## src/rtl/debug_uart_tx_arbiter_pkg.sv

```systemverilog
// rtl/debug_uart_tx_arbiter_pkg.sv - shared states and default timing constants
// for the debug UART TX ownership arbiter.
package debug_uart_tx_arbiter_pkg;

  localparam int MCU_MAIN_CLK_RATE = 48_000_000;
  localparam int DEBUG_UART_BAUD   = 115_200;
  localparam int DEF_BAUD_PERIOD   = MCU_MAIN_CLK_RATE / DEBUG_UART_BAUD;
  localparam int DEF_IDLE_BITS     = 12;
  localparam int DEF_TIMEOUT_BITS  = 1024;

  typedef enum logic [1:0] {
    S_CPU,
    S_DRAIN_TO_OCD,
    S_OCD,
    S_DRAIN_TO_CPU
  } arb_state_e;

  function automatic logic is_drain(arb_state_e s);
    return (s == S_DRAIN_TO_OCD) || (s == S_DRAIN_TO_CPU);
  endfunction

endpackage

```

## src/rtl/uart_bit_tick.sv

```systemverilog
// rtl/uart_bit_tick.sv - bit-period prescaler; tick_o pulses one cycle every
// BAUD_PERIOD clocks while clear_i is low.
module uart_bit_tick #(
  parameter int BAUD_PERIOD = 4
) (
  input  logic clk_i,
  input  logic rst_ni,
  input  logic clear_i,
  output logic tick_o
);

  localparam int CW = $clog2(BAUD_PERIOD);
  localparam logic [CW-1:0] LAST = CW'(BAUD_PERIOD - 1);

  logic [CW-1:0] cnt_q, cnt_d;

  assign tick_o = !clear_i && (cnt_q == LAST);

  always_comb begin
    cnt_d = cnt_q + 1'b1;
    if (clear_i || (cnt_q == LAST)) begin
      cnt_d = '0;
    end
  end

  always_ff @(posedge clk_i or negedge rst_ni) begin
    if (!rst_ni) begin
      cnt_q <= '0;
    end else begin
      cnt_q <= cnt_d;
    end
  end

endmodule

```

## src/rtl/debug_uart_tx_arbiter.sv

```systemverilog
// rtl/debug_uart_tx_arbiter.sv - hands the debug UART pin between CPU and OCD,
// waiting for the old talker to go idle (or time out) before switching.
module debug_uart_tx_arbiter
  import debug_uart_tx_arbiter_pkg::*;
#(
  parameter int BAUD_PERIOD  = DEF_BAUD_PERIOD,
  parameter int IDLE_BITS    = DEF_IDLE_BITS,
  parameter int TIMEOUT_BITS = DEF_TIMEOUT_BITS
) (
  input  logic clk,
  input  logic reset_n,
  input  logic sel_ocd1_cpu0,
  input  logic tx_cpu,
  input  logic tx_ocd,
  output logic TXD,
  output logic active_ocd,
  output logic switch_pending
);

  localparam int IW = $clog2(IDLE_BITS) + 1;
  localparam int TW = $clog2(TIMEOUT_BITS) + 1;
  localparam logic [IW-1:0] IDLE_LIM = IW'(IDLE_BITS);
  localparam logic [TW-1:0] TOUT_LIM = TW'(TIMEOUT_BITS);

  arb_state_e    state_q, state_d;
  logic          sel_q, cpu_q, ocd_q, txd_q;
  logic [IW-1:0] idle_q, idle_d, idle_nxt;
  logic [TW-1:0] tout_q, tout_d, tout_nxt;
  logic          old_line, bit_tick, done;

  uart_bit_tick #(.BAUD_PERIOD(BAUD_PERIOD)) u_bit_tick (
    .clk_i  (clk),
    .rst_ni (reset_n),
    .clear_i(!is_drain(state_q)),
    .tick_o (bit_tick)
  );

  // The old owner keeps the pin through the whole drain.
  assign old_line = (state_q == S_CPU || state_q == S_DRAIN_TO_OCD) ? cpu_q : ocd_q;
  assign done     = (idle_q == IDLE_LIM) || (tout_q == TOUT_LIM);

  always_comb begin
    idle_nxt = idle_q;
    if (!old_line) begin
      idle_nxt = '0;
    end else if (bit_tick && (idle_q != IDLE_LIM)) begin
      idle_nxt = idle_q + 1'b1;
    end
    tout_nxt = tout_q;
    if (bit_tick && (tout_q != TOUT_LIM)) begin
      tout_nxt = tout_q + 1'b1;
    end
  end

  // Counters only survive while staying in the same drain; abort is checked first.
  always_comb begin
    state_d = state_q;
    idle_d  = '0;
    tout_d  = '0;
    case (state_q)
      S_CPU: if (sel_q) state_d = S_DRAIN_TO_OCD;
      S_OCD: if (!sel_q) state_d = S_DRAIN_TO_CPU;
      S_DRAIN_TO_OCD: begin
        if (!sel_q) begin
          state_d = S_CPU;
        end else if (done) begin
          state_d = S_OCD;
        end else begin
          idle_d = idle_nxt;
          tout_d = tout_nxt;
        end
      end
      S_DRAIN_TO_CPU: begin
        if (sel_q) begin
          state_d = S_OCD;
        end else if (done) begin
          state_d = S_CPU;
        end else begin
          idle_d = idle_nxt;
          tout_d = tout_nxt;
        end
      end
      default: state_d = S_CPU;
    endcase
  end

  always_ff @(posedge clk or negedge reset_n) begin
    if (!reset_n) begin
      state_q <= S_CPU;
      sel_q   <= 1'b0;
      cpu_q   <= 1'b1;
      ocd_q   <= 1'b1;
      txd_q   <= 1'b1;
      idle_q  <= '0;
      tout_q  <= '0;
    end else begin
      state_q <= state_d;
      sel_q   <= sel_ocd1_cpu0;
      cpu_q   <= tx_cpu;
      ocd_q   <= tx_ocd;
      txd_q   <= old_line;
      idle_q  <= idle_d;
      tout_q  <= tout_d;
    end
  end

  assign TXD            = txd_q;
  assign active_ocd     = (state_q == S_OCD) || (state_q == S_DRAIN_TO_CPU);
  assign switch_pending = is_drain(state_q);

endmodule
```

## config.mk

```make
export PLATFORM = sky130hd
export DESIGN_NAME = debug_uart_tx_arbiter
export DESIGN_NICKNAME = d
export VERILOG_FILES = /design/src/rtl/debug_uart_tx_arbiter_pkg.sv /design/src/rtl/uart_bit_tick.sv /design/src/rtl/debug_uart_tx_arbiter.sv
export SDC_FILE = /design/constraint.sdc
export NUM_CORES = 1
export LEC_CHECK = 0
export BUFFER_PORTS_ARGS = -buffer_cell sky130_fd_sc_hd__buf_2
export CORE_ASPECT_RATIO = 1.2
export CORE_UTILIZATION = 25
export DETAILED_ROUTE_END_ITERATION = 10
export SLEW_MARGIN = 20
export SYNTH_ARGS = -nofsm -noshare
export SYNTH_HDL_FRONTEND = slang
export SYNTH_HIERARCHICAL = 1
export SYNTH_SLANG_ARGS = --single-unit
```

## constraint.sdc

```tcl
create_clock -name clk -period 2.7 [get_ports clk]
set_clock_uncertainty 0.15 [all_clocks]
set_input_delay 0.27 -clock clk [delete_from_list [all_inputs] [get_ports clk]]
set_output_delay 0.27 -clock clk [all_outputs]
set_load 0.01 [all_outputs]
```

* Yosys cells after proc, flatten, opt, wreduce, memory -nomap -nowiden
Cells that the tools add are included.
** Storage, ports and cells
- Register bits after elaboration :: 31
- Input bits :: 5
- Output and inout port bits :: 3
- Logic and storage cells :: 54
** Operators by class
- Add/sub/neg operators :: 3
- Eq/ne operators :: 12
- Muxes and demuxes :: 20
- Reduce and logical (&&, ||, !) cells :: 11
** Operators with widths (number)
- 11-bit 2-to-1 mux :: 4
- 5-bit 2-to-1 mux :: 5
- 11-bit one-hot mux with 2 select lines :: 1
- 2-bit 2-to-1 mux :: 6
- 11-bit by 1-bit adder with 11-bit output, second input constant :: 1
- 11-bit equality test, second input constant :: 1
- 11-bit inequality test, second input constant :: 1
- 5-bit one-hot mux with 2 select lines :: 1
- 9-bit by 1-bit adder with 9-bit output, second input constant :: 1
- 9-bit equality test, second input constant :: 1
- 9-bit 2-to-1 mux :: 1
- 2-bit one-hot mux with 4 select lines :: 1
- 3-bit inequality test, second input constant :: 2
- 5-bit by 1-bit adder with 5-bit output, second input constant :: 1
- 5-bit by 4-bit equality test with 1-bit output, second input constant :: 1
- 1-bit logical OR :: 5
- 5-bit by 4-bit inequality test with 1-bit output, second input constant :: 1
- 2-bit equality test, second input constant :: 2
- 2-bit inequality test, second input constant :: 2
- 4-bit AND reduction :: 1
- 1-bit logical AND :: 3
- 2-bit by 1-bit equality test with 1-bit output, second input constant :: 1
- 2-bit zero test :: 1
- 1-bit zero test :: 1
- 1-bit 2-to-1 mux :: 1

* Longest topological paths before layout
- Word-level depth :: 9
- Gate-level depth with buffers :: 9
- Depth with buffers taken out :: 8

* Modules after synthesis
Netlist, hierarchy kept.
** By module, submodules not included
- debug_uart_tx_arbiter :: times used 1, cells each 104, area each 1123.6 sq um, sequential area each 554.3 sq um
- uart_bit_tick :: times used 1, cells each 45, area each 452.9 sq um, sequential area each 225.2 sq um

* Worst setup path before layout
No wires, ideal clock.
- Path kind :: reg2reg
- Start point :: register u_bit_tick.cnt_q[0]
- End point :: register tout_q[10]
- Setup time :: 0.119 ns
- Data arrival time :: 1.570 ns
- Data required time :: 2.431 ns
- Slack :: 0.861 ns
- Cell stages (with the launch flop) :: 9
- Buffers on the path :: 0
- Period minus slack after synthesis :: 1.839 ns
- Path through :: dfrtp_1 ha_1 and4_2 nand3_1 nor2_1 nand4_2 nor3_2 xnor2_1 nor2_1
** Between the ends
- Cells in the longest elaborated chain, start to end :: 7
- Elaborated cells between the ends (all ways) :: 8
- Classes of those cells :: eq/ne: 1; mux: 5; reduce/logical: 2
** RTL lines
- start: declaration :: RTL line uart_bit_tick.sv:15 : logic [CW-1:0] cnt_q, cnt_d;
- start signal: assignment :: RTL line uart_bit_tick.sv:30 : cnt_q <= cnt_d;
- 9-bit equality test (*) :: RTL line uart_bit_tick.sv:17 : assign tick_o = !clear_i && (cnt_q == LAST);
- 1-bit logical AND (*) :: RTL line uart_bit_tick.sv:17
- named net bit_tick :: RTL line debug_uart_tx_arbiter.sv:29 : logic old_line, bit_tick, done;
- 1-bit logical AND (*) :: RTL line debug_uart_tx_arbiter.sv:50 : if (bit_tick && (tout_q != TOUT_LIM)) begin
- 11-bit 2-to-1 mux (*) :: RTL line debug_uart_tx_arbiter.sv:50
- 11-bit 2-to-1 mux (*) :: RTL line debug_uart_tx_arbiter.sv:66, debug_uart_tx_arbiter.sv:76
- 11-bit 2-to-1 mux, on equally long branches :: RTL line debug_uart_tx_arbiter.sv:74, debug_uart_tx_arbiter.sv:64
- 11-bit one-hot mux with 2 select lines (*) :: RTL line debug_uart_tx_arbiter.sv:60 : case (state_q)
- named net tout_d[10] :: RTL line debug_uart_tx_arbiter.sv:28 : logic [TW-1:0] tout_q, tout_d, tout_nxt;
- end signal: assignment :: RTL line debug_uart_tx_arbiter.sv:103 : tout_q <= tout_d;
- end: declaration :: RTL line debug_uart_tx_arbiter.sv:28
Mark *: on every way through the listed nets, which the timed path passes. The rest lies on a longest branch.
A chain may end at the register's enable or synchronous reset.

* Worst setup path after layout
- Start point :: register u_bit_tick.cnt_q[0]
- End point :: register tout_q[5]
The elaborated chain is that of the path after synthesis.

==> summary.md <==
| Metric | Value |
|---|---|
| Status | finished, final reports clean |
| Reg area | just under 800 sq um |
| Total number of vias | 1062 |
| Dpl hpwl | about 1.8 mm |
| Clock-pin slew of the registers on the worst-case setup and hold paths | about 0.070 ns |
| Fmax | about 500 MHz |
| Clock Root Buffer | clkbuf_8 |
| Initial antenna violation count | 0 |
| Post-DRT Antenna Nets | 0 |
| WS Path Type | flip-flop to flip-flop |
| Final Cycle Share | around 75% |
| CP Cell Sequence | ha_1 -> and4_2 -> nand3_1 -> nor2_1 -> nand4_2 -> nor3_1 -> xnor2_1 -> nor2_1 |
| Starting Density | about a quarter |
| GPL Wtd Cong | between 0.7 and 0.8 |
| Initial DRC count | 31 |
| Area of the multi-input gates | between 700 and 800 sq um |
| CP most frequent cell | nor2_1 |
| Antenna cells | 0 |
| Mean number of vias per cell | between 4 and 5 |
| Final Hold Viols | 0 |
| Setup TNS | 0 ns |
| WL final | 2.66 mm |
| Net Count, Synth | around 160 |
| Mean Syn Cell Area | approximately 11 sq um |
| WP buf/inv | 0 |
| First-pass GRT wire length | ~4.7 mm |
| Total of max-cap violations | 0 |
| H-tree levels | 2 |
| Max VDD drop | between 0.4 and 0.5 mV |
| Pwr per Cell Area | 611 mW/mm^2 |
| Part of the Yosys area used for sequential elements | around 49% |
| Largest net degree at the start of global routing | 32 |
| Dpl ws | about 0.7 ns |
| Worst hold margin | 0.330 ns |
| I/O Buffers | 7 |
| # setup viols final | 0 |
| Die span in x | between 70 and 80 um |
| Crit-path slowest cell | dfrtp_1 |
| Share of layout cells above drive strength 1 | 20.0% |
| Largest cells by area after synthesis | dfrtp_1 (44%), nor2_1 (6.2%), xnor2_1 (5.6%) |
| Leakage | around 0.71 nW |
| DRC | 0 |
| Fillers | around 670 |
| CTS Buffer Depth | 2 |
| Gr ovfl total | 0 |
| RSZ-0062 raised after global routing | no |
| Nets | ~170 |
| Biggest cell delay along the critical path | around 0.38 ns |
| Top delay family on crit path | simple AND/OR/NAND/NOR gates |
| Register bit total from synthesis | 31 |
| Worst slew pin tran | 0.676 ns |
| Clk sinks | 31 |
| CP Max Fanout | 6 |
| Crit start category | flip-flop |
| Die H | 89.0 um |
| Core Area | 0.00605 sq mm |
| Cell count after placement | 235 |
| Drt pass-1 iters | 3 |
| Total track usage | a little under a tenth |
| Netlist cell types | 37 |
| Post-route non-filler standard cell count | roughly 250 |
| Cell accounting for the most synthesized area | dfrtp_1 |
| CP required | roughly 2.7 ns |
| YS warnings | 6 |
| Row count | 31 |
| # IOs | 8 |
| Max Slew Vio Count | 0 |
| Worst Setup Slack, final | 0.664 ns |
| Crit. End Element | flip-flop |
| # Post-CTS Setup Buffers | 0 |
| Clk_lat worst skew | between 0.2 and 0.3 ns |
| Number of global-route vias before repair | about 1100 |
| Post-Synthesis Cells | between 100 and 150 |
| Routed length per instance | 10.8 um |
| Area growth, synth to finish | 15.6% |
| Synth Cell Area | 0.00158 sq mm |
| Critical path arrival | between 2 and 2.5 ns |
| Synth top area share | between 40% and 50% |
| CTS tree | yes |
| Type of the most critical hold path | flip-flop to flip-flop |
| Rel. slew slack | 54.9% |
| Die area | roughly 0.0066 sq mm |
| Tmin final | roughly 2.0 ns |
| Num CTS Buffers | 5 |
## cell type report
| cell class | count | area share [%] |
|---|---|---|
| clock buffers | 5 | 3.78 |
| clock inverters | 3 | 1.10 |
| inverters | 8 | 1.65 |
| multi-input cells | 106 | 40.5 |
| flip-flops and latches | 31 | 42.8 |
| well taps | 82 | 5.63 |
| repair buffers | 12 | 4.53 |
## synthesized netlist by cell type
library cell / count
buf_2: 1
nand2_1: 10
nor3b_1: 1
clkbuf_1: 1
dfrtp_1: 28
nor3_1: 1
nand3b_1: 1
o21ai_0: 3
dlygate4sd1_1: 1
nand4_2: 1
xor2_1: 7
nand4b_1: 1
xnor2_1: 10
a21oi_2: 2
a311o_1: 1
and4_2: 1
nor3b_4: 1
inv_1: 8
nand3_1: 7
buf_6: 1
nor4b_4: 2
mux2i_1: 1
mux2_4: 1
nor3_2: 2
nand2b_1: 1
nor2_1: 26
mux2_2: 1
o31ai_1: 1
a21oi_1: 4
a31o_2: 1
ha_1: 5
o22a_1: 1
and3_1: 2
or3_1: 3
dfstp_2: 3
nand4_1: 6
nand3_2: 2
## per-layer routing
metal	track usage, %	vias to the layer above	wire length [um]	part of all wire (%)
met5	0	-	0	0
met4	5.66	0	58	2.2
met3	3.38	5	96	3.6
met2	15.5	13	1250	47
met1	10.9	511	1250	47
li1	-	533	-	-
## where the power goes
| group | leakage (nW) | internal, W | total (W) | switching, W |
|---|---|---|---|---|
| sequential | 0.415 | 0.000507 | 0.000537 | 0.0000299 |
| combinational | 0.258 | 0.0000832 | 0.000214 | 0.000131 |
| clock | 0.0402 | 0.000179 | 0.000361 | 0.000182 |
| total | 0.713 | 0.000769 | 0.00111 | 0.000343 |
## final timing paths
check                                     from                  end  slack, ns  cells past startpoint
min in group asynchronous              reset_n  u_bit_tick/cnt_q[8]       0.40                      2
min reg2reg                u_bit_tick/cnt_q[0]  u_bit_tick/cnt_q[0]       0.33                      1
max reg2reg                u_bit_tick/cnt_q[0]            tout_q[5]       0.66                      8
max in group asynchronous              reset_n            tout_q[0]       1.55                      2
min                        u_bit_tick/cnt_q[0]  u_bit_tick/cnt_q[0]       0.33                      1
max                        u_bit_tick/cnt_q[0]            tout_q[5]       0.66                      8
## layout by cell type (no fill, tap or decap), drive strengths merged, types with 2 or more instances in the layout
cell,count
nor3,3
clkinvlp,2
nand4,7
inv,8
nor3b,2
nor2,26
a21oi,6
nand2,10
buf,8
o21ai,3
nand3,9
dfrtp,28
ha,5
dlygate4sd3,4
dfstp,3
xor2,7
and3,2
clkbuf,5
mux2,2
or3,3
xnor2,10
nor4b,2
## what timing repair did
action / 4_1_cts / 5_1_grt
hold buffers: 4 / 0
hold endpoints to repair: 31 / 0
resized for setup: 0 / 0
## through the flow
step,total power (W),instance area [sq um],util [%]
floorplan,0.000719,1580,-
global placement,0.000762,1690,28.0
detailed placement,0.000761,1690,28.0
CTS,0.00114,1820,30.1
global route,0.00118,1820,30.1
finish,0.00111,1820,30.1
## flip-flops by register name (all words and copies together), names as in the netlist, named ones only
| register | count |
|---|---|
| TXD | 1 |
| cpu_q | 1 |
| idle_q | 5 |
| ocd_q | 1 |
| sel_q | 1 |
| state_q | 1 |
| tout_q | 11 |
| u_bit_tick/cnt_q | 9 |
## worst reg2reg max path: cells and delay by family (launching register included)
family,cells,cell delay (ns)
fa+ha+maj,1,0.23
xor+xnor,1,0.15
flops,1,0.38
simple gates,6,0.99
## cells by family (layout without fill, tap and decap cells)
| logic type | Yosys count | in the layout | synth area share [%] |
|---|---|---|---|
| xor+xnor | 17 | 17 | 9.44 |
| simple gates | 68 | 68 | 25.6 |
| flops | 31 | 31 | 49.4 |
| buf+inv | 12 | 28 | 3.73 |
| mux | 3 | 3 | 2.30 |
| fa+ha+maj | 5 | 5 | 3.97 |
| compound gates | 13 | 13 | 5.56 |
Note: power is estimated with default switching activity, not from simulation.
